==> config.mk <==
export PLATFORM = sky130hd
export DESIGN_NAME = mc_datapath
export DESIGN_NICKNAME = d
export VERILOG_FILES = /design/src/rtl/mc_datapath.sv
export SDC_FILE = /design/constraint.sdc
export NUM_CORES = 1
export LEC_CHECK = 0
export ABC_AREA = 0
export CORE_UTILIZATION = 60
export CTS_CLUSTER_SIZE = 28
export DETAILED_ROUTE_END_ITERATION = 8
export GPL_TIMING_DRIVEN = 0
export PLACE_DENSITY = 0.8
export SLEW_MARGIN = 20
export SYNTH_ARGS = -nofsm -noshare
export SYNTH_HDL_FRONTEND = slang
export SYNTH_SLANG_ARGS = --single-unit
==> constraint.sdc <==
create_clock -name clk -period 10.26 [get_ports clk]
set_clock_uncertainty 0.15 [all_clocks]
set_input_delay 2.052 -clock clk [delete_from_list [all_inputs] [get_ports clk]]
set_output_delay 2.052 -clock clk [all_outputs]
set_load 0.05 [all_outputs]
==> src/rtl/mc_datapath.sv <==
// mc_datapath: parametrised multicycle datapath driven by an external controller FSM.
// Holds PC, IR, the register file and the non-architectural registers A, B, ALUOut and Data.
// One shared instruction/data memory port; mem_ready=0 freezes every enabled write.
//
// Ports:
//   clk, reset         clock (posedge) and asynchronous active-low reset
//   mem_ready          memory access completes this cycle
//   pcen, irwrite      PC / IR write enables
//   iord               memory address select (0 = PC, 1 = ALUOut)
//   regdst, memtoreg   destination register and writeback data selects
//   regwrite           register file write enable
//   alusrca, alusrcb   ALU operand selects
//   alucontrol         ALU operation
//   pcsrc              next-PC select
//   readdata           memory read data
//   adr, writedata     memory address and write data
//   op, zero           opcode and ALU zero flag for the controller
module mc_datapath #(
    parameter int unsigned  N        = 16,
    parameter int unsigned  RA_W     = 3,
    parameter int unsigned  IMM_W    = 7,
    parameter logic [N-1:0] RESET_PC = '0
) (
    input  logic         clk,
    input  logic         reset,
    input  logic         mem_ready,
    input  logic         pcen,
    input  logic         iord,
    input  logic         irwrite,
    input  logic         regdst,
    input  logic         memtoreg,
    input  logic         regwrite,
    input  logic         alusrca,
    input  logic [1:0]   alusrcb,
    input  logic [2:0]   alucontrol,
    input  logic [1:0]   pcsrc,
    input  logic [N-1:0] readdata,
    output logic [N-1:0] adr,
    output logic [N-1:0] writedata,
    output logic [2:0]   op,
    output logic         zero
);

    localparam int unsigned SH   = (N == 32) ? 2 : 1;
    localparam int unsigned NREG = 2 ** RA_W;
    localparam logic [N-1:0] INSTR_BYTES = N'(N / 8);

    logic [N-1:0] pc_q, ir_q, a_q, b_q, aluout_q, data_q;
    logic [N-1:0] rf_q [NREG];

    logic [RA_W-1:0] rs, rt, rd, writereg;
    logic [N-1:0]    signimm, srca, srcb, alu_result, pcnext, wbdata;

    // Instruction fields
    assign op      = ir_q[N-1 -: 3];
    assign rs      = ir_q[N-4 -: RA_W];
    assign rt      = ir_q[N-4-RA_W -: RA_W];
    assign rd      = ir_q[N-4-2*RA_W -: RA_W];
    assign signimm = {{(N-IMM_W){ir_q[IMM_W-1]}}, ir_q[IMM_W-1:0]};

    assign writereg  = regdst ? rd : rt;
    assign wbdata    = memtoreg ? data_q : aluout_q;
    assign adr       = iord ? aluout_q : pc_q;
    assign writedata = b_q;
    assign srca      = alusrca ? a_q : pc_q;

    always_comb begin
        srcb = b_q;
        unique case (alusrcb)
            2'b00: srcb = b_q;
            2'b01: srcb = INSTR_BYTES;
            2'b10: srcb = signimm;
            2'b11: srcb = signimm << SH;
        endcase
    end

    always_comb begin
        alu_result = '0;
        case (alucontrol)
            3'b000:  alu_result = srca & srcb;
            3'b001:  alu_result = srca | srcb;
            3'b010:  alu_result = srca + srcb;
            3'b110:  alu_result = srca - srcb;
            3'b111:  alu_result = {{(N-1){1'b0}}, ($signed(srca) < $signed(srcb))};
            default: alu_result = '0;
        endcase
    end

    assign zero = (alu_result == '0);

    always_comb begin
        pcnext = pc_q;
        unique case (pcsrc)
            2'b00: pcnext = alu_result;
            2'b01: pcnext = aluout_q;
            // Jump keeps the PC's top bits above the word-aligned jump field
            2'b10: pcnext = {pc_q[N-1:N-3+SH], ir_q[N-4:0], {SH{1'b0}}};
            2'b11: pcnext = pc_q;
        endcase
    end

    always_ff @(posedge clk or negedge reset) begin
        if (!reset) begin
            pc_q     <= RESET_PC;
            ir_q     <= '0;
            a_q      <= '0;
            b_q      <= '0;
            aluout_q <= '0;
            data_q   <= '0;
            for (int i = 0; i < NREG; i++) rf_q[i] <= '0;
        end else begin
            // A, B and ALUOut recompute every cycle, even during a stall
            a_q      <= rf_q[rs];
            b_q      <= rf_q[rt];
            aluout_q <= alu_result;
            if (mem_ready) begin
                data_q <= readdata;
                if (irwrite) ir_q <= readdata;
                if (pcen) pc_q <= pcnext;
                // Register 0 is hardwired to zero by never being written
                if (regwrite && (writereg != '0)) rf_q[writereg] <= wbdata;
            end
        end
    end

endmodule

# ---- Yosys cells after proc, flatten, opt, wreduce, memory -nomap -nowiden
# Cells that the tools add are included.
dict set report totals {
  ff_bits 224
  latch_bits 0
  mem_bits_rw 0
  mem_bits_ro 0
  inputBits 33
  output_inout_bits 36
  wordCells 66
  n_memories 0
}
dict set report classes {
  addsub 2
  mul 0
  div 0
  order_cmp 5
  n_eq_ne 10
  shift 0
  mux 16
  bitwise_logic 7
  n_reduce_logical 11
}
# op n
set ops {}
lappend ops {{$bwmux 128} 1}
lappend ops {{$mux 16} 8}
lappend ops {{$bmux 16 s3} 2}
lappend ops {{$pmux 16 s5} 1}
lappend ops {{$pmux 16 s4} 1}
lappend ops {{$demux 16 s3} 1}
lappend ops {{$pmux 16 s3} 1}
lappend ops {{$add 16x16->16} 1}
lappend ops {{$and 16x16->16} 1}
lappend ops {{$logic_not 16->1} 1}
lappend ops {{$lt 16x16->1} 1}
lappend ops {{$or 16x16->16} 1}
lappend ops {{$sub 16x16->16} 1}
lappend ops {{$ge 4x4->1 const B} 3}
lappend ops {{$not 3->4} 3}
lappend ops {{$eq 2x2->1 const B} 4}
lappend ops {{$eq 3x3->1 const B} 2}
lappend ops {{$eq 2x1->1 const B} 2}
lappend ops {{$logic_not 2->1} 2}
lappend ops {{$lt 4x1->1 const B} 1}
lappend ops {{$reduce_and 2->1} 2}
lappend ops {{$reduce_and 4->1} 1}
lappend ops {{$eq 3x1->1 const B} 1}
lappend ops {{$eq 3x2->1 const B} 1}
lappend ops {{other kinds (6)} 8}

# ---- Logic depth before layout (Yosys ltp)
dict set report logic_depth {
  ltp_word 7
  ltp_mapped 16
  mapped_depth_nobuf 15
}

# ---- Least setup slack after synthesis
# Ideal clock, no wire load.
dict set report synth_path {
  path_type {input to output}
  start {input port alusrca}
  end {output port zero}
  arrival_ps 6290
  required_ps 8058
  setup_slack_ps 1768
  path_stages 14
  path_buffers 2
  cell_sequence {clkbuf_1 > buf_1 > mux2i_1 > inv_1 > ha_1 > a211oi_4 > o21ai_2 > a211oi_2 > a2111oi_1 > a311o_1 > nor4_2 > nand4b_1 > or4_1 > nor4_2}
}
dict set report synth_between {
  elab_chain_cells 4
  word_cells_on_any_way 8
  classes_between {add/sub (2); order compare (1); mux (2); bitwise (2); reduce/logical (1)}
}
# item line
set synth_rtl {}
lappend synth_rtl {{start: declaration} 33} ;# input logic alusrca,
lappend synth_rtl {{$mux 16 *} 65} ;# assign srca = alusrca ? a_q : pc_q;
lappend synth_rtl {{$sub 16x16->16 (tied with other cells)} 83} ;# 3'b110: alu_result = srca - srcb;
lappend synth_rtl {{$pmux 16 s5 *} 79} ;# case (alucontrol)
lappend synth_rtl {{net alu_result[5]} 52} ;# logic [N-1:0] signimm, srca, srcb, alu_result, pcnext, wbdata;
lappend synth_rtl {{$logic_not 16->1 *} 89} ;# assign zero = (alu_result == '0);
lappend synth_rtl {{end: declaration} 41} ;# output logic zero
# Mark *: on every way through the listed nets, which the timed path passes. The rest lies on a longest branch.

# ---- Final worst setup path
dict set report layout_path {
  start {input port alusrcb[1]}
  end {output port zero}
}
dict set report layout_between {
  elab_chain_cells 5
  word_cells_on_any_way 12
  classes_between {add/sub (2); order compare (1); eq/ne (3); mux (2); bitwise (2); reduce/logical (2)}
}
# item line
set layout_rtl {}
lappend layout_rtl {{start: declaration} 34} ;# input logic [1:0] alusrcb,
lappend layout_rtl {{$eq 2x2->1 (tied with other cells)} 69} ;# unique case (alusrcb)
lappend layout_rtl {{$pmux 16 s4 *} 69}
lappend layout_rtl {{$sub 16x16->16 (tied with other cells)} 83}
lappend layout_rtl {{$pmux 16 s5 *} 79}
lappend layout_rtl {{net alu_result[12]} 52}
lappend layout_rtl {{$logic_not 16->1 *} 89}
# Marks and branches as above.

==> metrics.md <==
| Metric | Value |
|---|---|
| Warnings from Yosys | `0` |
| Syn Inst Count | `approximately 1.2k` |
| CTS tree | `built` |
| WL final | `35700 µm` |
| Hold Crit Depth | `1` |
| Worst Tran Pin Value | `approximately 940 ps` |
| Post-Syn Nets | `around 1.3k` |
| Critical path class | `in2out` |
| Dpl hpwl | `26400 µm` |
| Clock root buffer | `clkbuf_16` |
| Via density | `between 6 and 7` |
| Worst Path Arrival | `about 7700 ps` |
| Final non-filler cell area | `14500 µm²` |
| CP cell instances | `clkbuf_1, inv_1, nor2_1, a21oi_1, o21ai_0, inv_1, ha_1, or2_1, a2111oi_2, nor2_1, a2111oi_4, mux2i_1, xnor2_1, o22ai_1, or4_1, nor4_2, clkdlybuf4s50_1` |
| Layout cells sized above 1 | `0.163` |
| FF-to-FF Start | `ir_q[6]$_DFFE_PN0P_` |
| DIE WIDTH | `148 µm` |
| Worst EP required | `8060 ps` |
| CP startpoint kind | `primary input` |
| Setup WS pre-CTS | `roughly 550 ps` |
| I/O Pins | `69` |
| Power Total | `between 4 and 5 mW` |
| #FFs+latches synth | `about 220` |
| CTS Buf Count | `22` |
| Post-synth EDFFs | `0` |
| Fin crit share | `0.962` |
| Clk_lat worst skew | `~500 ps` |
| Pin count of the biggest net entering global routing | `between 100 and 150` |
| Delay of the slowest critical-path stage | `860 ps` |
| Hold Crit Start | `rf_q[113]$_DFFE_PN0P_` |
| Cell area after synthesis | `between 10000 and 15000 µm²` |
| Worst vdd ir | `~140 µV` |
| Wirelength per Cell | `23.0 µm` |
| Final-stage net count | `around 1.4k` |
| Initial drt markers | `roughly 1.1k` |
| Final hold vios | `0` |
| Max-cap violations | `0` |
| Layout Cells excl Fill | `1550` |
| Clock Sinks | `224` |
| Crit path capture type | `output port` |
| Area share of the largest cell type after synthesis | `0.440` |
| WHS | `roughly 330 ps` |
| Final setup violation count | `0` |
| Status | `finished clean` |
| Worst path bufs/invs | `4` |
| Largest cells by area after synthesis | `dfrtp_1 (44%), mux4_2 (11%), mux2_2 (8.0%), ha_1 (5.5%), a21oi_1 (4.7%)` |
| DRT antenna net count | `0` |
| Max Root-Sink Buffers | `3` |
| Power Density | `about 290 nW/µm²` |
| Cell taking the most area after synthesis | `dfrtp_1` |
| Asr flop ratio synth | `1.00` |
| Detailed-route via count | `between 9k and 10k` |
| Die H | `roughly 150 µm` |
| Diodes inserted | `0` |
| Cts hold-fix bufs | `0` |
| PnR worst setup slack | `386 ps` |
| Vias in the first global route | `between 10k and 15k` |
| Placer Congestion | `around 1` |
| Post-Syn Area per Cell | `10.8 µm²` |
| Clock period minus worst slack | `a little under 10000 ps` |
| Flop2flop setup slack | `5520 ps` |
| Global-route wire length before repair | `~56000 µm` |
| Port bufs | `61` |
| Drt first pass iters | `5` |
| Synth Flop Type | `dfrtp_1` |
| Placed insts | `about 1.5k` |
| Resized Gates After CTS | `0` |
| Final max-slew violation count | `0` |
| Row cnt | `52` |
| Reg-to-reg endpoint | `pc_q[14]$_DFFE_PN0P_` |
| Initial Utilization | `0.621` |
| Buffer count from post-CTS setup fixing | `0` |
| Crit-path max FO | `10` |
| Reg2reg path depth | `15` |
| Delay-heaviest family, CP | `simple AND/OR/NAND/NOR gates` |
| Total GRT Usage | `0.336` |
| WHS Endpoint | `rf_q[113]$_DFFE_PN0P_` |
| Placed cell area | `roughly 14000 µm²` |
| Crit-path slowest cell | `clkdlybuf4s50_1` |
| Distinct cells, synth | `70` |
| H-tree depth | `1` |
| Max Freq | `a little over 100 MHz` |
| Total die area | `around 22000 µm²` |
| Total core area | `~20000 µm²` |
| Seq/Total Area, Yosys | `0.440` |
| Initial antenna violation count | `0` |
| Max_slew headroom | `0.373` |
| RSZ-0062 raised after global routing | `no` |
| Clock transition at path regs | `60 ps` |
| GR Overflow Total | `0` |
| P_leak | `about 6.3 nW` |
| Hold WC Path Type | `reg2reg` |
| DRC violations left | `0` |
| Area Growth Syn to Fin | `13.7%` |
-- stage by stage --
| step | utilization | TNS, ps |
|---|---|---|
| finish | 0.706 | 0 |
| global route | 0.706 | 0 |
| CTS | 0.706 | 0 |
| detailed placement | 0.670 | 0 |
| global placement | 0.667 | -446430 |
| floorplan | - | 0 |
-- cell usage in the layout, fill, tap and decap left out, types with 4 or more instances in the layout --
cell,synthesis,routed
buf_1,13,13
a221oi_1,5,5
buf_4,4,4
or4_1,4,4
a21o_1,13,13
clkbuf_1,79,88
a31oi_1,7,7
clkdlybuf4s50_1,0,60
xnor2_1,8,8
a22oi_1,13,13
inv_1,59,59
ha_1,56,56
a21oi_1,120,120
nand3_1,7,7
nand2b_1,4,4
nor2b_1,7,7
mux2i_1,37,37
mux4_2,64,64
nor2_1,153,153
nor3_1,11,11
o21a_1,4,4
clkbuf_16,0,23
xor2_1,4,4
o21ai_0,51,51
dfrtp_1,224,224
a211oi_1,11,11
nand2_1,51,51
o211ai_1,6,6
mux2_2,90,90
o22ai_1,6,6
-- cell type report --
class | count | area, µm²
Multi-Input combinational cell | 796 | 6520
Fill cell | 1427 | 6020
Sequential cell | 224 | 5610
Timing Repair Buffer | 63 | 671
Clock buffer | 33 | 623
Buffer | 98 | 385
Tap cell | 270 | 338
Inverter | 59 | 221
Clock inverter | 7 | 116
-- registers in the layout (all words and copies together) (netlist names) --
register	cells
rf_q	128
data_q	16
pc_q	16
a_q	16
aluout_q	16
writedata	16
ir_q	16
-- Yosys cell counts (3+ instances only) --
cell type  instances
nand2_1           51
nand4_1            3
dfrtp_1          224
mux2_2            90
a22oi_1           13
nand3b_1           3
a31oi_1            7
nor2_1           153
o311ai_0           3
a21oi_1          120
o21ai_0           51
nor2b_1            7
o21a_1             4
nor4_1             3
nor3_1            11
a211oi_1          11
a221oi_1           5
buf_4              4
or4_1              4
inv_1             59
buf_1             13
mux4_2            64
a21o_1            13
o21bai_1           3
ha_1              56
clkbuf_1          79
nand2b_1           4
xor2_1             4
o31ai_1            3
nand3_1            7
xnor2_1            8
mux2i_1           37
o211ai_1           6
o22ai_1            6
-- metal layers --
layer | wire (µm) | GRT usage | vias to the layer above
li1 | - | - | 4382
met1 | 13900 | 0.430 | 4988
met2 | 18200 | 0.588 | 487
met3 | 2300 | 0.0377 | 94
met4 | 1240 | 0.135 | 0
met5 | 0 | 0 | -
-- power breakdown --
part           switching, mW  internal [mW]
logic                   1.02          0.777
registers              0.282           1.22
clock network          0.337          0.497
-- logic make-up (layout without fill, tap and decap cells) --
logic type / after synthesis / count (layout) / synth area share
XOR/XNOR: 12 / 12 / 0.00826
adder cells (fa/ha/maj): 58 / 58 / 0.0582
AO/OA/AOI/OAI: 277 / 277 / 0.137
buffers and inverters: 157 / 260 / 0.0477
multiplexers: 191 / 191 / 0.222
AND/OR/NAND/NOR: 258 / 258 / 0.0869
flip-flops: 224 / 224 / 0.440
-- how the worst max path moves through the flow --
| stage | startpoint | slack (ps) | cells past startpoint | endpoint |
|---|---|---|---|---|
| 6_report | alusrcb[1] | 390 | 17 | zero |
| 5_1_grt | alusrcb[1] | 30 | 17 | zero |
| 4_1_cts | alusrcb[1] | 510 | 17 | zero |
| 3_5_place_dp | alusrcb[1] | 550 | 17 | zero |
| 3_3_place_gp | reset | -2010 | 1 | a_q[2]$_DFF_PN0_ |
| 2_1_floorplan | alusrca | 1770 | 14 | zero |
-- worst reg2reg max path: stages, from the launching register on --
cell and delay, ps:
dfrtp_1 480, inv_1 130, nor2_1 710, a21oi_1 70
o21ai_0 320, inv_1 110, ha_1 240, or2_1 270
a2111oi_2 610, nor2_1 230, a2111oi_4 360, o311ai_0 160
o21ai_0 160, xnor2_1 150, o22ai_1 180, a31o_2 300
Note: power is estimated with default switching activity, not from simulation.
==> patch 1 (same flow settings) <==
Remove the case item `3'b110` of the case on `alucontrol`.
--- a/src/rtl/mc_datapath.sv
+++ b/src/rtl/mc_datapath.sv
@@ -82,3 +82,2 @@
             3'b010:  alu_result = srca + srcb;
-            3'b110:  alu_result = srca - srcb;
             3'b111:  alu_result = {{(N-1){1'b0}}, ($signed(srca) < $signed(srcb))};
Behaviour: not the same (a bounded check fails within 4 cycles, from zero or initial values and one cycle with reset low).
==> patch 1 against the unedited design <==
Power down 7.3%. Area after synthesis fell by 3.4%. Critical path depth down 2. Final area shrank 2.7%. Synthesized cell count is 4.9% lower. Register-to-register slack better by 0.38 ns. Via count is 4.3% lower. Setup slack got worse by 0.0096 ns. Count of clock-buffer cells in the layout shrank 4. Sequential cell count is the same. Core utilization grew 0.59 points. Wire length is 5.0% lower. Global-route usage decreased by 0.54 points.
==> patch 1: results (changes against the unedited design) <==
muxShareOfSynthArea_pct: 22.8  # was 22.2%
ir_drop_mv: 0.156  # was 0.143 mV
grt_start_max_net_pins: 89  # was 102
hpwl_um: 24900  # was 26400 um
vias: 9523  # was 9951
hold_ws_ns: 0.326  # was 0.332 ns
gp_congestion: 0.955  # was 0.993
ys_types: 59  # was 70
critical_path.max_fanout: 10  # unchanged
synthTopCellsByArea: "dfrtp_1, mux4_2, mux2_2, ha_1, a21oi_1"  # unchanged
wl_per_cell_um: 22.7  # was 23.0 um
setup_ws_ns: 0.376  # was 0.386 ns
met2WireLength_um: 16400  # was 18200 um
viasPerCell: 6.39  # was 6.42
synth_nets: 1204  # was 1268
min_from: "rf_q[121]$_DFFE_PN0P_"  # was rf_q[113]$_DFFE_PN0P_
port-buffer-count: 63  # was 61
holdPathEnd: "rf_q[121]$_DFFE_PN0P_"  # was rf_q[113]$_DFFE_PN0P_
arrival_ns: 7.68  # was 7.67 ns
n_fill_cell: 1377  # was 1427
htree_levels: 1  # unchanged
pre_cts_ws_ns: 0.424  # was 0.549 ns
status: "finished clean"  # unchanged
tightest_slew_ns: 0.941  # was 0.940 ns
place_area_mm2: 0.0133  # was 0.0137 mm2
async_flop_share_pct: 100  # unchanged
largest_register_ffs: 128  # unchanged
rrSetupSlack_ns: 5.90  # was 5.52 ns
synthXorXnorAreaFrac_pct: 0.427  # was 0.826%
synth_compound_area_share_pct: 12.5  # was 13.7%
first_global_vias: 9757  # was 10177
wl_met3_um: 2280  # was 2300 um
drt-initial-drc-count: 967  # was 1056
wl_met1_um: 13600  # was 13900 um
p_leak_uw: 0.00616  # was 0.00626 uW
drive_gt1_share_pct: 17.6  # was 16.3%
synth.avg_cell_area_um2: 11.0  # was 10.8 um2
fin_nets: 1294  # was 1355
r2r_end: "pc_q[13]$_DFFE_PN0P_"  # was pc_q[14]$_DFFE_PN0P_
## patch 1: cell families after synthesis
kind of cell,Yosys count
adder cells (fa/ha/maj),52
AO/OA/AOI/OAI,257
multiplexers,188
buffers and inverters,146
flip-flops,224
XOR/XNOR,6
AND/OR/NAND/NOR,246
## patch 1: worst max-delay path: stages
cell and delay (ns):
clkdlybuf4s50_1 0.59, buf_1 0.42, mux2i_1 0.15, nor2_1 0.24, ha_1 0.29, inv_1 0.09
fa_1 0.46, nand2b_1 0.18, a21oi_1 0.35, o31ai_1 0.20, or4_1 0.51, or4_1 0.46
or4_1 0.51, nor4_2 0.29, clkdlybuf4s50_1 0.86
## patch 1: cell type report
type / count / area (um2) / share of cell area (%)
Buffer: 92 / 373 / 2.65
Multi-Input combinational cell: 749 / 6110 / 43.4
Sequential cell: 224 / 5610 / 39.8
Timing Repair Buffer: 65 / 691 / 4.90
Clock buffer: 29 / 628 / 4.46
Antenna cell: 2 / 5.00 / 0.0355
Clock inverter: 10 / 143 / 1.01
Tap cell: 265 / 332 / 2.35
Inverter: 54 / 203 / 1.44
## patch 1: metrics by stage
stage / TNS [ns] / total power [uW]
2_1_floorplan: 0 / 2460
3_3_place_gp: -457.43 / 2850
3_5_place_dp: 0 / 2920
4_1_cts: 0 / 3810
5_1_grt: 0 / 4030
6_report: 0 / 3840
## patch 1: where the power goes
part	total [uW]	internal, uW	switching (uW)
registers	1480	1210	274
clock network	856	510	346
logic	1500	681	823
## patch 1: layer usage
metal	vias up	track usage (%)
li1	4189	-
met1	4725	43.9
met2	489	54.4
met3	120	4.59
met4	0	15.2
met5	-	0
==> patch 2 (config.mk and constraints unchanged) <==
Without the edit above. `IMM_W`: 7 -> 14.
--- a/src/rtl/mc_datapath.sv
+++ b/src/rtl/mc_datapath.sv
@@ -20,3 +20,3 @@
     parameter int unsigned  RA_W     = 3,
-    parameter int unsigned  IMM_W    = 7,
+    parameter int unsigned  IMM_W    = 14,
     parameter logic [N-1:0] RESET_PC = '0
Formal check against the unedited RTL: not equivalent (Yosys sat finds a counterexample within 4 cycles, from zero or initial values and one cycle with reset low).
==> patch 2 against the unedited design <==
Clock power rose by 6.1%. Final area grew 0.61%. Wire length fell by 0.23%. Critical path depth down 2. Power grew 0.33%. Sequential cell count stayed put. Largest power group unchanged. Setup slack better by 0.42 ns. Area after synthesis grew 0.27%. Maximum frequency up 4.4%.
==> patch 2: results (changes against the unedited design) <==
status: "finished clean"  # unchanged
cts_resized: 0  # unchanged
reg2reg_depth: 15  # unchanged
holdPathEnd: "rf_q[124]$_DFFE_PN0P_"  # was rf_q[113]$_DFFE_PN0P_
grt_usage_pct: 33.6  # about the same
max_stage_delay_ns: 0.86  # about the same
p_leak_uw: 0.00631  # was 0.00626 uW
hpwl_um: 27100  # was 26400 um
wl_um: 35600  # was 35700 um
ir_drop_mv: 0.194  # was 0.143 mV
hold_class: "reg -> reg"  # unchanged
holdPathStages: 1  # unchanged
place_area_mm2: 0.0138  # was 0.0137 mm2
async_flop_share_pct: 100  # unchanged
drive_gt1_share_pct: 17.3  # was 16.3%
synth_compound_area_share_pct: 13.5  # was 13.7%
cp_slowest_cell: "clkdlybuf4s50_1"  # unchanged
largest_register_ffs: 128  # unchanged
antenna_found_initial: 1  # was 0
n_fill_cell: 1472  # was 1427
muxShareOfSynthArea_pct: 22.8  # was 22.2%
synthTopCellsByArea: "dfrtp_1, mux4_2, mux2_2, ha_1, a21oi_1"  # unchanged
synthXorXnorAreaFrac_pct: 0.686  # was 0.826%
clk_latency_ns: 0.51  # about the same
clk_pin_slew_ns: 0.06  # about the same
drt-initial-drc-count: 744  # was 1056
rrSetupSlack_ns: 5.37  # was 5.52 ns
cts-root-buf: "clkbuf_16"  # unchanged
synthTopCellsByCount: "dfrtp_1, nor2_1, a21oi_1"  # unchanged
fin_nets: 1353  # was 1355
viasPerCell: 6.39  # was 6.42
synth.avg_cell_area_um2: 10.8  # about the same
synth_nets: 1265  # was 1268
ys_types: 63  # was 70
first_global_vias: 10264  # was 10177
arrival_ns: 7.25  # was 7.67 ns
ys_seq_area_share_pct: 43.9  # was 44.0%
grt_pass1_wl_um: 55800  # was 56000 um
cts_setup_buffers: 0  # unchanged
dp_cells: 1511  # was 1510
port-buffer-count: 61  # unchanged
vias: 9912  # was 9951
min_from: "rf_q[124]$_DFFE_PN0P_"  # was rf_q[113]$_DFFE_PN0P_
drt_first_pass_iters: 7  # was 5
numCtsBuffers: 23  # was 22
rr_startpoint: "ir_q[8]$_DFFE_PN0P_"  # was ir_q[6]$_DFFE_PN0P_
critical_path.max_fanout: 10  # unchanged
gp_congestion: 0.889  # was 0.993
synthAdderAreaFrac_pct: 5.41  # was 5.82%
clk_path_buf_depth: 3  # unchanged
top_register: "rf_q"  # unchanged
r2r_end: "pc_q[15]$_DFFE_PN0P_"  # was pc_q[14]$_DFFE_PN0P_
maxSlewHeadroom_pct: 43.5  # was 37.3%
grt_start_max_net_pins: 95  # was 102
-- patch 2: power breakdown --
part	total, uW	switching, uW	internal, uW	leakage (uW)
Sequential	1510	288	1220	0.00273
Combinational	1760	988	772	0.00319
Clock	885	346	539	0.000384
-- patch 2: cell type report --
cell class	instances	area [um2]	share of cell area (%)
Clock inverter	9	150	1.03
Clock buffer	30	642	4.41
Tap cell	270	338	2.32
Antenna cell	1	2.50	0.0172
Buffer	100	395	2.71
Sequential cell	224	5610	38.5
Multi-Input combinational cell	797	6550	45.0
Inverter	57	214	1.47
Timing Repair Buffer	63	671	4.60
-- patch 2: layer usage --
layer | share of wire [%] | global-route usage, % | vias up
li1 | - | - | 4420
met1 | 39 | 41.7 | 5011
met2 | 52 | 59.5 | 387
met3 | 4.9 | 3.67 | 94
met4 | 4.2 | 15.0 | 0
met5 | 0 | 0 | -
-- patch 2: critical path, delay by kind of cell --
kind            cells  cell delay [ns]
mux                 1             0.39
buf+inv             4             1.98
compound gates      6             1.84
xor+xnor            1             0.20
fa+ha+maj           1             0.32
simple gates        2             0.47
-- patch 2: worst max-delay path by stage --
stage                     from                   to  slack, ns  cells after the start
floorplan              alusrca                 zero       2.03                     14
global placement         reset  pc_q[2]$_DFFE_PN0P_      -1.97                      1
detailed placement     alusrca                 zero       0.88                     15
CTS                    alusrca                 zero       0.87                     15
global route           alusrca                 zero       0.66                     15
finish              alusrcb[0]                 zero       0.81                     15
-- patch 2: per-stage QoR --
step	setup slack [ns]	setup TNS [ns]	hold slack, ns	utilization [%]
2_1_floorplan	2.03	0	0.291	-
3_3_place_gp	-1.97	-437.82	0.302	66.7
3_5_place_dp	0.876	0	0.320	67.0
4_1_cts	0.872	0	0.336	70.8
5_1_grt	0.656	0	0.352	70.8
6_report	0.806	0	0.329	70.8
